--- src/rtl/seven_segment_pkg.sv ---
// Shared constants for the seven-segment scan decoder: active-low cathode
// patterns (bit6 = a ... bit0 = g), active-low anode selects and FSM states.
package seven_segment_pkg;

  localparam logic [6:0] SEG_0     = 7'b0000001;
  localparam logic [6:0] SEG_1     = 7'b1001111;
  localparam logic [6:0] SEG_2     = 7'b0010010;
  localparam logic [6:0] SEG_3     = 7'b0000110;
  localparam logic [6:0] SEG_4     = 7'b1001100;
  localparam logic [6:0] SEG_5     = 7'b0100100;
  localparam logic [6:0] SEG_6     = 7'b0100000;
  localparam logic [6:0] SEG_7     = 7'b0001111;
  localparam logic [6:0] SEG_8     = 7'b0000000;
  localparam logic [6:0] SEG_9     = 7'b0000100;
  localparam logic [6:0] SEG_A     = 7'b0001000;
  localparam logic [6:0] SEG_B     = 7'b1100000;
  localparam logic [6:0] SEG_C     = 7'b0110001;
  localparam logic [6:0] SEG_D     = 7'b1000010;
  localparam logic [6:0] SEG_E     = 7'b0110000;
  localparam logic [6:0] SEG_F     = 7'b0111000;
  localparam logic [6:0] SEG_BLANK = 7'b1111111;

  localparam logic [3:0] ANODE_ONES      = 4'b1110;
  localparam logic [3:0] ANODE_TENS      = 4'b1101;
  localparam logic [3:0] ANODE_HUNDREDS  = 4'b1011;
  localparam logic [3:0] ANODE_THOUSANDS = 4'b0111;
  localparam logic [3:0] ANODE_BLANK     = 4'b1111;

  typedef enum logic [1:0] {
    ST_WAIT,
    ST_SETTLE,
    ST_HELD
  } scan_state_e;

  typedef struct packed {
    logic       valid;
    logic [3:0] nibble;
  } seg_decode_t;

endpackage

--- src/rtl/seven_segment_pattern_decoder.sv ---
// Combinational cathode-pattern to hex-nibble decoder; unknown patterns
// report valid = 0.
module seven_segment_pattern_decoder
  import seven_segment_pkg::*;
(
  input  logic [6:0]  pattern_i,
  output seg_decode_t decode_o
);

  // Look up the nibble for a lit pattern, flag anything not in the table.
  always_comb begin
    // NOTE: a default is assigned first so no path leaves decode_o unassigned (no latch).
    decode_o = '{valid: 1'b1, nibble: 4'h0};
    case (pattern_i)
      SEG_0:   decode_o.nibble = 4'h0;
      SEG_1:   decode_o.nibble = 4'h1;
      SEG_2:   decode_o.nibble = 4'h2;
      SEG_3:   decode_o.nibble = 4'h3;
      SEG_4:   decode_o.nibble = 4'h4;
      SEG_5:   decode_o.nibble = 4'h5;
      SEG_6:   decode_o.nibble = 4'h6;
      SEG_7:   decode_o.nibble = 4'h7;
      SEG_8:   decode_o.nibble = 4'h8;
      SEG_9:   decode_o.nibble = 4'h9;
      SEG_A:   decode_o.nibble = 4'hA;
      SEG_B:   decode_o.nibble = 4'hB;
      SEG_C:   decode_o.nibble = 4'hC;
      SEG_D:   decode_o.nibble = 4'hD;
      SEG_E:   decode_o.nibble = 4'hE;
      SEG_F:   decode_o.nibble = 4'hF;
      default: decode_o.valid  = 1'b0;
    endcase
  end

endmodule

--- src/rtl/seven_segment_scan_decoder.sv ---
// Recovers the four hex digits shown on a multiplexed, active-low
// seven-segment display by watching its anode and cathode lines. A digit is
// captured once per stable window; a frame is published once all four
// positions have been seen.
module seven_segment_scan_decoder
  import seven_segment_pkg::*;
#(
  parameter int unsigned SETTLE_CYCLES  = 4,
  parameter int unsigned TIMEOUT_CYCLES = 1_000_000
) (
  input  logic        clk_100_Mhz,
  input  logic        reset,
  input  logic [3:0]  anode_bits,
  input  logic [6:0]  seven_segments_LED_output,
  output logic [15:0] HEX_display_digits,
  output logic [3:0]  LED_binary_coded_decimal,
  output logic        digit_valid,
  output logic        frame_valid,
  output logic        pattern_error,
  output logic        anode_error,
  output logic        scan_timeout
);

  localparam int unsigned TW = $clog2(TIMEOUT_CYCLES + 1);
  // The change is seen one edge after it is registered, so the window ends
  // when the count, cleared on that edge, reaches SETTLE_CYCLES-2.
  localparam logic [7:0]    SETTLE_LAST  = 8'(SETTLE_CYCLES - 2);
  localparam logic [TW-1:0] TIMEOUT_LAST = TW'(TIMEOUT_CYCLES - 1);
  localparam logic [TW-1:0] TIMEOUT_MAX  = TW'(TIMEOUT_CYCLES);

  logic [3:0]    anode_q;
  logic [6:0]    seg_q;
  logic [10:0]   prev_q;
  logic [7:0]    stable_cnt_q, stable_cnt_d;
  logic [TW-1:0] timeout_cnt_q, timeout_cnt_d;

  scan_state_e   state_q;
  logic [15:0]   shadow_q, shadow_d;
  logic [3:0]    seen_q, seen_d;
  logic [15:0]   hex_q;
  logic [3:0]    bcd_q;
  logic          digit_valid_q, frame_valid_q;
  logic          pattern_error_q, anode_error_q, scan_timeout_q;

  logic          changed, window_done;
  logic          slot_valid, multi_low;
  logic [1:0]    slot;
  logic          capture, reject_anode, reject_pattern, timeout_hit;
  seg_decode_t   decoded;

  seven_segment_pattern_decoder u_pattern_decoder (
    .pattern_i (seg_q),
    .decode_o  (decoded)
  );

  // Window bookkeeping, anode classification and the evaluation outcome.
  always_comb begin
    changed      = {anode_q, seg_q} != prev_q;
    stable_cnt_d = changed ? 8'd0
                 : (stable_cnt_q == 8'hFF ? stable_cnt_q : stable_cnt_q + 8'd1);
    window_done  = (state_q == ST_SETTLE) && !changed && (stable_cnt_q == SETTLE_LAST);

    slot_valid = 1'b1;
    slot       = 2'd0;
    case (anode_q)
      ANODE_ONES:      slot = 2'd0;
      ANODE_TENS:      slot = 2'd1;
      ANODE_HUNDREDS:  slot = 2'd2;
      ANODE_THOUSANDS: slot = 2'd3;
      default:         slot_valid = 1'b0;
    endcase
    multi_low = !slot_valid && (anode_q != ANODE_BLANK);

    capture        = window_done && slot_valid && decoded.valid;
    reject_anode   = window_done && multi_low;
    reject_pattern = window_done && slot_valid && !decoded.valid;

    shadow_d = shadow_q;
    shadow_d[{slot, 2'b00} +: 4] = decoded.nibble;
    seen_d   = seen_q | (4'b0001 << slot);

    timeout_hit   = timeout_cnt_q == TIMEOUT_LAST;
    timeout_cnt_d = capture ? '0
                  : (timeout_cnt_q == TIMEOUT_MAX ? timeout_cnt_q : timeout_cnt_q + TW'(1));
  end

  // Input registers plus the stable-window and timeout counters.
  always_ff @(posedge clk_100_Mhz) begin
    if (reset) begin
      // NOTE: sequential state uses non-blocking assignments so every register sees pre-edge values.
      anode_q       <= ANODE_BLANK;
      seg_q         <= SEG_BLANK;
      prev_q        <= {ANODE_BLANK, SEG_BLANK};
      stable_cnt_q  <= '0;
      timeout_cnt_q <= '0;
    end else begin
      anode_q       <= anode_bits;
      seg_q         <= seven_segments_LED_output;
      prev_q        <= {anode_q, seg_q};
      stable_cnt_q  <= stable_cnt_d;
      timeout_cnt_q <= timeout_cnt_d;
    end
  end

  // Scan FSM with the shadow, frame and all registered outputs.
  always_ff @(posedge clk_100_Mhz) begin
    if (reset) begin
      state_q         <= ST_WAIT;
      shadow_q        <= '0;
      seen_q          <= '0;
      hex_q           <= '0;
      bcd_q           <= '0;
      digit_valid_q   <= 1'b0;
      frame_valid_q   <= 1'b0;
      pattern_error_q <= 1'b0;
      anode_error_q   <= 1'b0;
      scan_timeout_q  <= 1'b0;
    end else begin
      case (state_q)
        ST_WAIT:   if (changed) state_q <= ST_SETTLE;
        ST_SETTLE: if (window_done) state_q <= ST_HELD;
        ST_HELD:   if (changed) state_q <= ST_SETTLE;
        default:   state_q <= ST_WAIT;
      endcase

      digit_valid_q   <= capture;
      frame_valid_q   <= capture && (seen_d == 4'hF);
      anode_error_q   <= reject_anode;
      pattern_error_q <= reject_pattern;

      if (capture) begin
        // A capture outranks a coincident timeout terminal count.
        shadow_q       <= shadow_d;
        bcd_q          <= decoded.nibble;
        scan_timeout_q <= 1'b0;
        if (seen_d == 4'hF) begin
          hex_q  <= shadow_d;
          seen_q <= '0;
        end else begin
          seen_q <= seen_d;
        end
      end else if (timeout_hit) begin
        scan_timeout_q <= 1'b1;
        seen_q         <= '0;
      end
    end
  end

  assign HEX_display_digits       = hex_q;
  assign LED_binary_coded_decimal = bcd_q;
  assign digit_valid              = digit_valid_q;
  assign frame_valid              = frame_valid_q;
  assign pattern_error            = pattern_error_q;
  assign anode_error              = anode_error_q;
  assign scan_timeout             = scan_timeout_q;

endmodule

--- config.mk ---
export PLATFORM = sky130hd
export DESIGN_NAME = seven_segment_scan_decoder
export DESIGN_NICKNAME = d
export VERILOG_FILES = /design/src/rtl/seven_segment_pkg.sv /design/src/rtl/seven_segment_pattern_decoder.sv /design/src/rtl/seven_segment_scan_decoder.sv
export SDC_FILE = /design/constraint.sdc
export NUM_CORES = 1
export LEC_CHECK = 0
export CAP_MARGIN = 20
export CORE_UTILIZATION = 56
export CTS_BUF_LIST = sky130_fd_sc_hd__clkbuf_4 sky130_fd_sc_hd__clkbuf_8
export CTS_CLUSTER_DIAMETER = 150
export DETAILED_ROUTE_END_ITERATION = 10
export PLACE_DENSITY = 0.77
export SKIP_CTS_REPAIR_TIMING = 1
export SKIP_LAST_GASP = 1
export SYNTH_ARGS = -nofsm -noshare
export SYNTH_HDL_FRONTEND = slang
export SYNTH_SLANG_ARGS = --single-unit
--- constraint.sdc ---
create_clock -name clk_100_Mhz -period 4.25 [get_ports clk_100_Mhz]
set_clock_uncertainty 0.1 [all_clocks]
set_input_delay 1.0625 -clock clk_100_Mhz [delete_from_list [all_inputs] [get_ports clk_100_Mhz]]
set_output_delay 1.0625 -clock clk_100_Mhz [all_outputs]
set_load 0.02 [all_outputs]
==> results of run 1 <==
## metrics by stage
| step | setup slack, ns | util (%) | instance area [um^2] |
|---|---|---|---|
| 2_1_floorplan | 1.66 | - | 4670 |
| 3_3_place_gp | 1.31 | 63.1 | 4970 |
| 3_5_place_dp | 1.24 | 63.1 | 4970 |
| 4_1_cts | 1.22 | 65.6 | 5170 |
| 5_1_grt | 0.950 | 65.6 | 5170 |
| 6_report | 1.19 | 65.6 | 5170 |
## cell usage after synthesis (all sizes together) (2+ instances only)
cell type   n
mux2i       9
xor2       26
nand2      15
nor2       57
a21oi      25
dfxtp      97
nand2b     12
clkbuf     11
nand4b      2
nor3b       6
a31o        3
nor4bb      2
nor4b       3
buf        21
a211oi      8
and4        3
inv        22
a32o        6
o22ai      10
o211ai      3
nor2b      12
and3b       2
and3       15
o32ai       4
xnor2       9
nor3       18
or2        23
nor4        7
and2        3
nand3      26
o21ai      22
o2111ai     4
ha          8
nand4       8
a311oi      4
## worst min-delay path by stage
stage          depth (start not counted)                            endpoint  slack (ns)                                from
2_1_floorplan                          1             state_q[0]$_SDFFE_PP0P_        0.34             state_q[1]$_SDFFE_PP0P_
3_3_place_gp                           2            shadow_q[7]$_SDFFE_PP0P_        0.35            shadow_q[7]$_SDFFE_PP0P_
3_5_place_dp                           2  HEX_display_digits[2]$_SDFFE_PP0P_        0.36  HEX_display_digits[2]$_SDFFE_PP0P_
4_1_cts                                2  HEX_display_digits[2]$_SDFFE_PP0P_        0.37  HEX_display_digits[2]$_SDFFE_PP0P_
5_1_grt                                2  HEX_display_digits[2]$_SDFFE_PP0P_        0.39  HEX_display_digits[2]$_SDFFE_PP0P_
6_report                               2  HEX_display_digits[9]$_SDFFE_PP0P_        0.37  HEX_display_digits[9]$_SDFFE_PP0P_
## worst max-delay path, delay by kind of cell, from the launching register on
kind,cells,cell delay (ns)
AOI/OAI and AO/OA,3,0.61
adders and majority gates,1,0.39
xor gates and xnor gates,1,0.17
and+or+nand+nor,3,0.45
DFF,1,0.47
muxes,1,0.21
buffers and inverters,2,0.52
## final cells by class
class | instances | area [um^2] | share of cell area, %
Tap cell | 102 | 128 | 2.47
Clock buffer | 10 | 131 | 2.54
Clock inverter | 6 | 66.3 | 1.28
Inverter | 22 | 82.6 | 1.60
Multi-Input combinational cell | 363 | 2440 | 47.2
Timing Repair Buffer | 39 | 380 | 7.35
Sequential cell | 97 | 1940 | 37.5
## placed cells by master (no fill, tap or decap), types with 4 or more instances in the layout
| cell type | Yosys | layout |
|---|---|---|
| nor3_1 | 18 | 18 |
| nor4_1 | 4 | 4 |
| o21ai_0 | 7 | 7 |
| mux2i_1 | 9 | 9 |
| o21ai_1 | 14 | 14 |
| nand3_1 | 24 | 24 |
| or2_2 | 22 | 22 |
| dfxtp_1 | 97 | 97 |
| a32o_1 | 6 | 6 |
| inv_1 | 22 | 22 |
| o32ai_1 | 4 | 4 |
| nor2_1 | 35 | 35 |
| clkbuf_8 | 0 | 9 |
| nand4_1 | 8 | 8 |
| nor2_2 | 21 | 21 |
| nand2_1 | 14 | 14 |
| nand2b_1 | 12 | 12 |
| and3_1 | 14 | 14 |
| a211oi_1 | 8 | 8 |
| o22ai_1 | 10 | 10 |
| ha_1 | 8 | 8 |
| xnor2_1 | 9 | 9 |
| clkdlybuf4s50_1 | 0 | 36 |
| nor2b_1 | 12 | 12 |
| a21oi_1 | 24 | 24 |
| o2111ai_1 | 4 | 4 |
| xor2_1 | 26 | 26 |
## power breakdown
part	switching, W	internal (W)	leakage, nW
sequential	0.0000242	0.000921	0.787
combinational	0.0000609	0.0000459	0.843
clock	0.000317	0.000280	0.0923
## metal layers
| layer | global-route usage [%] | share of wire [%] | vias up |
|---|---|---|---|
| met5 | 0 | 0 | - |
| met2 | 39.8 | 50 | 89 |
| li1 | - | - | 1832 |
| met4 | 8.97 | 1.2 | 0 |
| met3 | 5.37 | 4.4 | 11 |
| met1 | 29.0 | 44 | 1715 |
## state kept, by name (all words and copies together), names as in the netlist, 4 cells and up
| signal | flops |
|---|---|
| timeout_cnt_q | 20 |
| HEX_display_digits | 16 |
| shadow_q | 16 |
| prev_q | 11 |
| stable_cnt_q | 8 |
| seg_q | 7 |
| LED_binary_coded_decimal | 4 |
| anode_q | 4 |
| seen_q | 4 |
## cell families after synthesis
logic type / after synthesis / synth area share (%)
XOR/XNOR: 35 / 6.56
buffers and inverters: 54 / 6.13
multiplexers: 9 / 1.93
AND/OR/NAND/NOR: 217 / 27.9
adder cells (fa/ha/maj): 9 / 2.36
flip-flops: 97 / 41.6
AO/OA/AOI/OAI: 93 / 13.6
==> impl_metrics.tcl, run 1 <==
set metrics [dict create \
    period_needed_ns 3.06 \
    synth-edff-count 0 \
    syn_area_um2 4670 \
    worstPathCellList "xor2_1 -> nand3_1 -> inv_1 -> ha_1 -> o22ai_1 -> nor2_1 -> o211ai_1 -> a311oi_4 -> buf_4 -> mux2i_1 -> nor2_1" \
    instances_no_fill 639 \
    antenna_found_initial 0 \
    route.detailed.drc 0 \
    async_reset_ff_share_pct 0 \
    synthDominantCellAreaShare_pct 41.6 \
    ioPinCount 38 \
    gp_congestion 0.841 \
    synth_warnings 0 \
    drive_gt1_share_pct 14.2 \
    r2r_setup_slack_ns 1.19 \
    globalRouteOverflowTotal 0 \
    cp_slowest_cell "dfxtp_1" \
    antenna_left 0 \
    rows 32 \
    grt_setup_unrepaired "no" \
    path_clk_slew_ns 0.09 \
    fin_nets 553 \
    run_status "finished clean" \
    finalSetupViolCount 0 \
    dpl.cell_count 623 \
    dieArea_um2 8710 \
    cp.arrival_ns 3.19 \
    num_vias 3647 \
    relSlewSlack_pct 46.5 \
    r2r_cells 11 \
    hold_class "flip-flop to flip-flop" \
    tns_ns 0 \
    wl_per_cell_um 14.8 \
    crit_start "anode_q[3]$_SDFF_PP1_" \
    clock-root-buffer "clkbuf_8" \
    worstMarginPinSlew_ns 0.799 \
    drt_iter0_markers 323 \
    synth_fp_nets 535 \
    p_leak_nw 1.72 \
    slowest_delay_ns 0.47 \
    synth.area.top_cells "dfxtp_1 42%, xor2_1 4.9%, or2_2 2.9%" \
    ir_drop_mv 0.231 \
    seq_area_frac_synth_pct 41.6 \
    maxCapViolations 0 \
    yosys_register_bits 97 \
    worstSetupPathType "flip-flop to flip-flop" \
    clock.fmax_mhz 327 \
    cts_sinks 97 \
    crit_path_frequent_cell "nor2_1" \
    coreArea_um2 7890 \
    vias_per_cell 5.71 \
    antenna_cells 0 \
    min_period_over_period_pct 72.0 \
    critPathMaxFanout 24 \
    dp_hpwl_um 6570 \
    die_w_um 93.3 \
    endpoint_kind "flip-flop" \
    cp-endpoint "HEX_display_digits[3]$_SDFFE_PP0P_" \
    n_fill_cell 672 \
    clock_latency_ns 0.36 \
    synthFlopType "dfxtp_1" \
    dr.pass1.iters 4 \
    crit_required_ns 4.38 \
    grt_pass1_wl_um 16100 \
    avgSynthCellArea_um2 9.09 \
    grt_usage_pct 23.5 \
    cts_buffers 9 \
    r2r-end "HEX_display_digits[3]$_SDFFE_PP0P_" \
    routed_wl_um 9480 \
    power.total_w 0.00165 \
    finalHoldViolations 0 \
    synth.distinct_cells 58 \
    areaGrowthSynthToFinish_pct 10.7 \
    portBuffers 37 \
    initial_core_util_pct 59.2 \
    whs_ns 0.372 \
    p_per_area_nw_per_um2 319 \
    cts_htree_levels 3 \
    grt_max_degree 59 \
    grt_pass1_vias 3506 \
    yosys.area.top_type "dfxtp_1" \
    die_h_um 93.3 \
    syn_inst 514 \
    slew_violations 0 \
    reg2reg_from "anode_q[3]$_SDFF_PP1_" \
    cts_buffer_depth 2 \
    cts_tree "done" \
    cp-start-kind "flip-flop" \
]
Power figures use the tool's default switching activity.
==> run 2: changes to the inputs <==
==> constraint.sdc (replaced) <==
create_clock -name clk_100_Mhz -period 2.89 [get_ports clk_100_Mhz]
set_clock_uncertainty 0.1 [all_clocks]
set_input_delay 0.7225 -clock clk_100_Mhz [delete_from_list [all_inputs] [get_ports clk_100_Mhz]]
set_output_delay 0.7225 -clock clk_100_Mhz [all_outputs]
set_load 0.02 [all_outputs]
==> impl_metrics.tcl, run 2 (synthesis results as in run 1) <==
set metrics [dict create \
    run_status "finished clean" \
    worstMarginPinSlew_ns 0.548 \
    routed_wl_um 9560 \
    cts_sinks 97 \
    maxCapViolations 0 \
    period_needed_ns 2.62 \
    vias_per_cell 5.77 \
    hold_class "flip-flop to flip-flop" \
    clock.fmax_mhz 382 \
    p_per_area_nw_per_um2 463 \
    endpoint_kind "flip-flop" \
    cp_slowest_cell "dfxtp_1" \
    cp.arrival_ns 2.79 \
    path_clk_slew_ns 0.09 \
    drt_iter0_markers 289 \
    grt_usage_pct 24.2 \
    finalHoldViolations 0 \
    clock-root-buffer "clkbuf_8" \
    route.detailed.drc 0 \
    n_fill_cell 627 \
    whs_ns 0.375 \
    top_register "timeout_cnt_q" \
    globalRouteOverflowTotal 0 \
    worstPathCellList "nor4bb_1 -> o21ai_1 -> and3_1 -> nand3_2 -> and3_1 -> o32ai_1" \
    cts_tree "done" \
    ir_drop_mv 0.320 \
    clock_latency_ns 0.37 \
    crit_required_ns 3.06 \
    initial_core_util_pct 59.2 \
    areaGrowthSynthToFinish_pct 12.9 \
    grt_pass1_wl_um 16600 \
    relSlewSlack_pct 63.4 \
    ioPinCount 38 \
    final_cell_mix "96 x dfxtp_1, 36 x clkdlybuf4s50_1, 35 x nor2_1" \
    slowest_delay_ns 0.68 \
    wl_per_cell_um 14.8 \
    dieArea_um2 8710 \
    layout_commonest_cell "dfxtp_1" \
    coreArea_um2 7890 \
    slew_violations 0 \
    grt_setup_unrepaired "no" \
    die_w_um 93.3 \
    worstSetupPathType "flip-flop to flip-flop" \
    cts_htree_levels 3 \
    cp-start-kind "flip-flop" \
    grt_pass1_vias 3608 \
    critPathMaxFanout 16 \
    cts_buffers 9 \
    grt_max_degree 59 \
    p_leak_nw 1.78 \
    tns_ns 0 \
    num_vias 3730 \
    drive_gt1_share_pct 15.6 \
    cts_buffer_depth 2 \
    fin_nets 561 \
    antenna_cells 0 \
    largest_reg_flops 20 \
    dr.pass1.iters 5 \
    antenna_left 0 \
    die_h_um 93.3 \
    antenna_found_initial 0 \
    power.total_w 0.00244 \
    portBuffers 37 \
    crit_path_frequent_cell "and3_1" \
    gp_congestion 0.814 \
    finalSetupViolCount 0 \
    min_period_over_period_pct 90.7 \
    rows 32 \
    dp_hpwl_um 6560 \
]
run 2: area by class of cell:
cell class | instances | area (um^2) | area share (%)
Clock buffer | 11 | 139 | 2.63
Timing Repair Buffer | 47 | 482 | 9.14
Tap cell | 102 | 128 | 2.42
Sequential cell | 97 | 1940 | 36.9
Clock inverter | 5 | 56.3 | 1.07
Inverter | 22 | 82.6 | 1.57
Multi-Input combinational cell | 363 | 2440 | 46.3
run 2: routing by layer:
layer  routed length (um)  track usage [%]
met5                    0                0
met4                  171             9.36
met3                  556             6.10
met2                 4780             41.0
met1                 4060             29.5
run 2: critical path, delay by kind of cell (launching register included):
family | cells | cell delay (ns)
and+or+nand+nor | 4 | 1.32
DFF | 1 | 0.68
AOI/OAI and AO/OA | 2 | 0.43
run 2: final timing paths:
kind / from / endpoint / slack [ns] / cells past startpoint
max: seg_q[6]$_SDFF_PP1_ / shadow_q[2]$_SDFFE_PP0P_ / 0.27 / 6
min reg2reg: HEX_display_digits[9]$_SDFFE_PP0P_ / HEX_display_digits[9]$_SDFFE_PP0P_ / 0.37 / 2
max reg2reg: seg_q[6]$_SDFF_PP1_ / shadow_q[2]$_SDFFE_PP0P_ / 0.27 / 6
min: HEX_display_digits[9]$_SDFFE_PP0P_ / HEX_display_digits[9]$_SDFFE_PP0P_ / 0.37 / 2
run 2: power by group:
| group | leakage [nW] | internal [W] | switching, W |
|---|---|---|---|
| Sequential | 0.787 | 0.00135 | 0.0000324 |
| Combinational | 0.895 | 0.0000781 | 0.0000950 |
| Clock | 0.100 | 0.000418 | 0.000463 |
run 2: per-stage QoR:
stage	area, um^2	setup slack [ns]	std cells	utilization [%]
after detailed placement	5070	0.195	631	64.3
after global routing	5270	0.00827	647	66.8
final	5270	0.270	647	66.8
after floorplan	4670	0.300	514	-
after CTS	5270	0.189	647	66.8
after global placement	5070	0.366	631	64.3
==> run 3: changes to the inputs <==
--- a/config.mk
+++ b/config.mk
@@ -5,7 +5,6 @@
 export SDC_FILE = /design/constraint.sdc
 export NUM_CORES = 1
 export LEC_CHECK = 0
-export CAP_MARGIN = 20
 export CORE_UTILIZATION = 56
 export CTS_BUF_LIST = sky130_fd_sc_hd__clkbuf_4 sky130_fd_sc_hd__clkbuf_8
 export CTS_CLUSTER_DIAMETER = 150
==> results of run 3 <==
No change in the layout: final DEF, timing and power equal those of run 2.
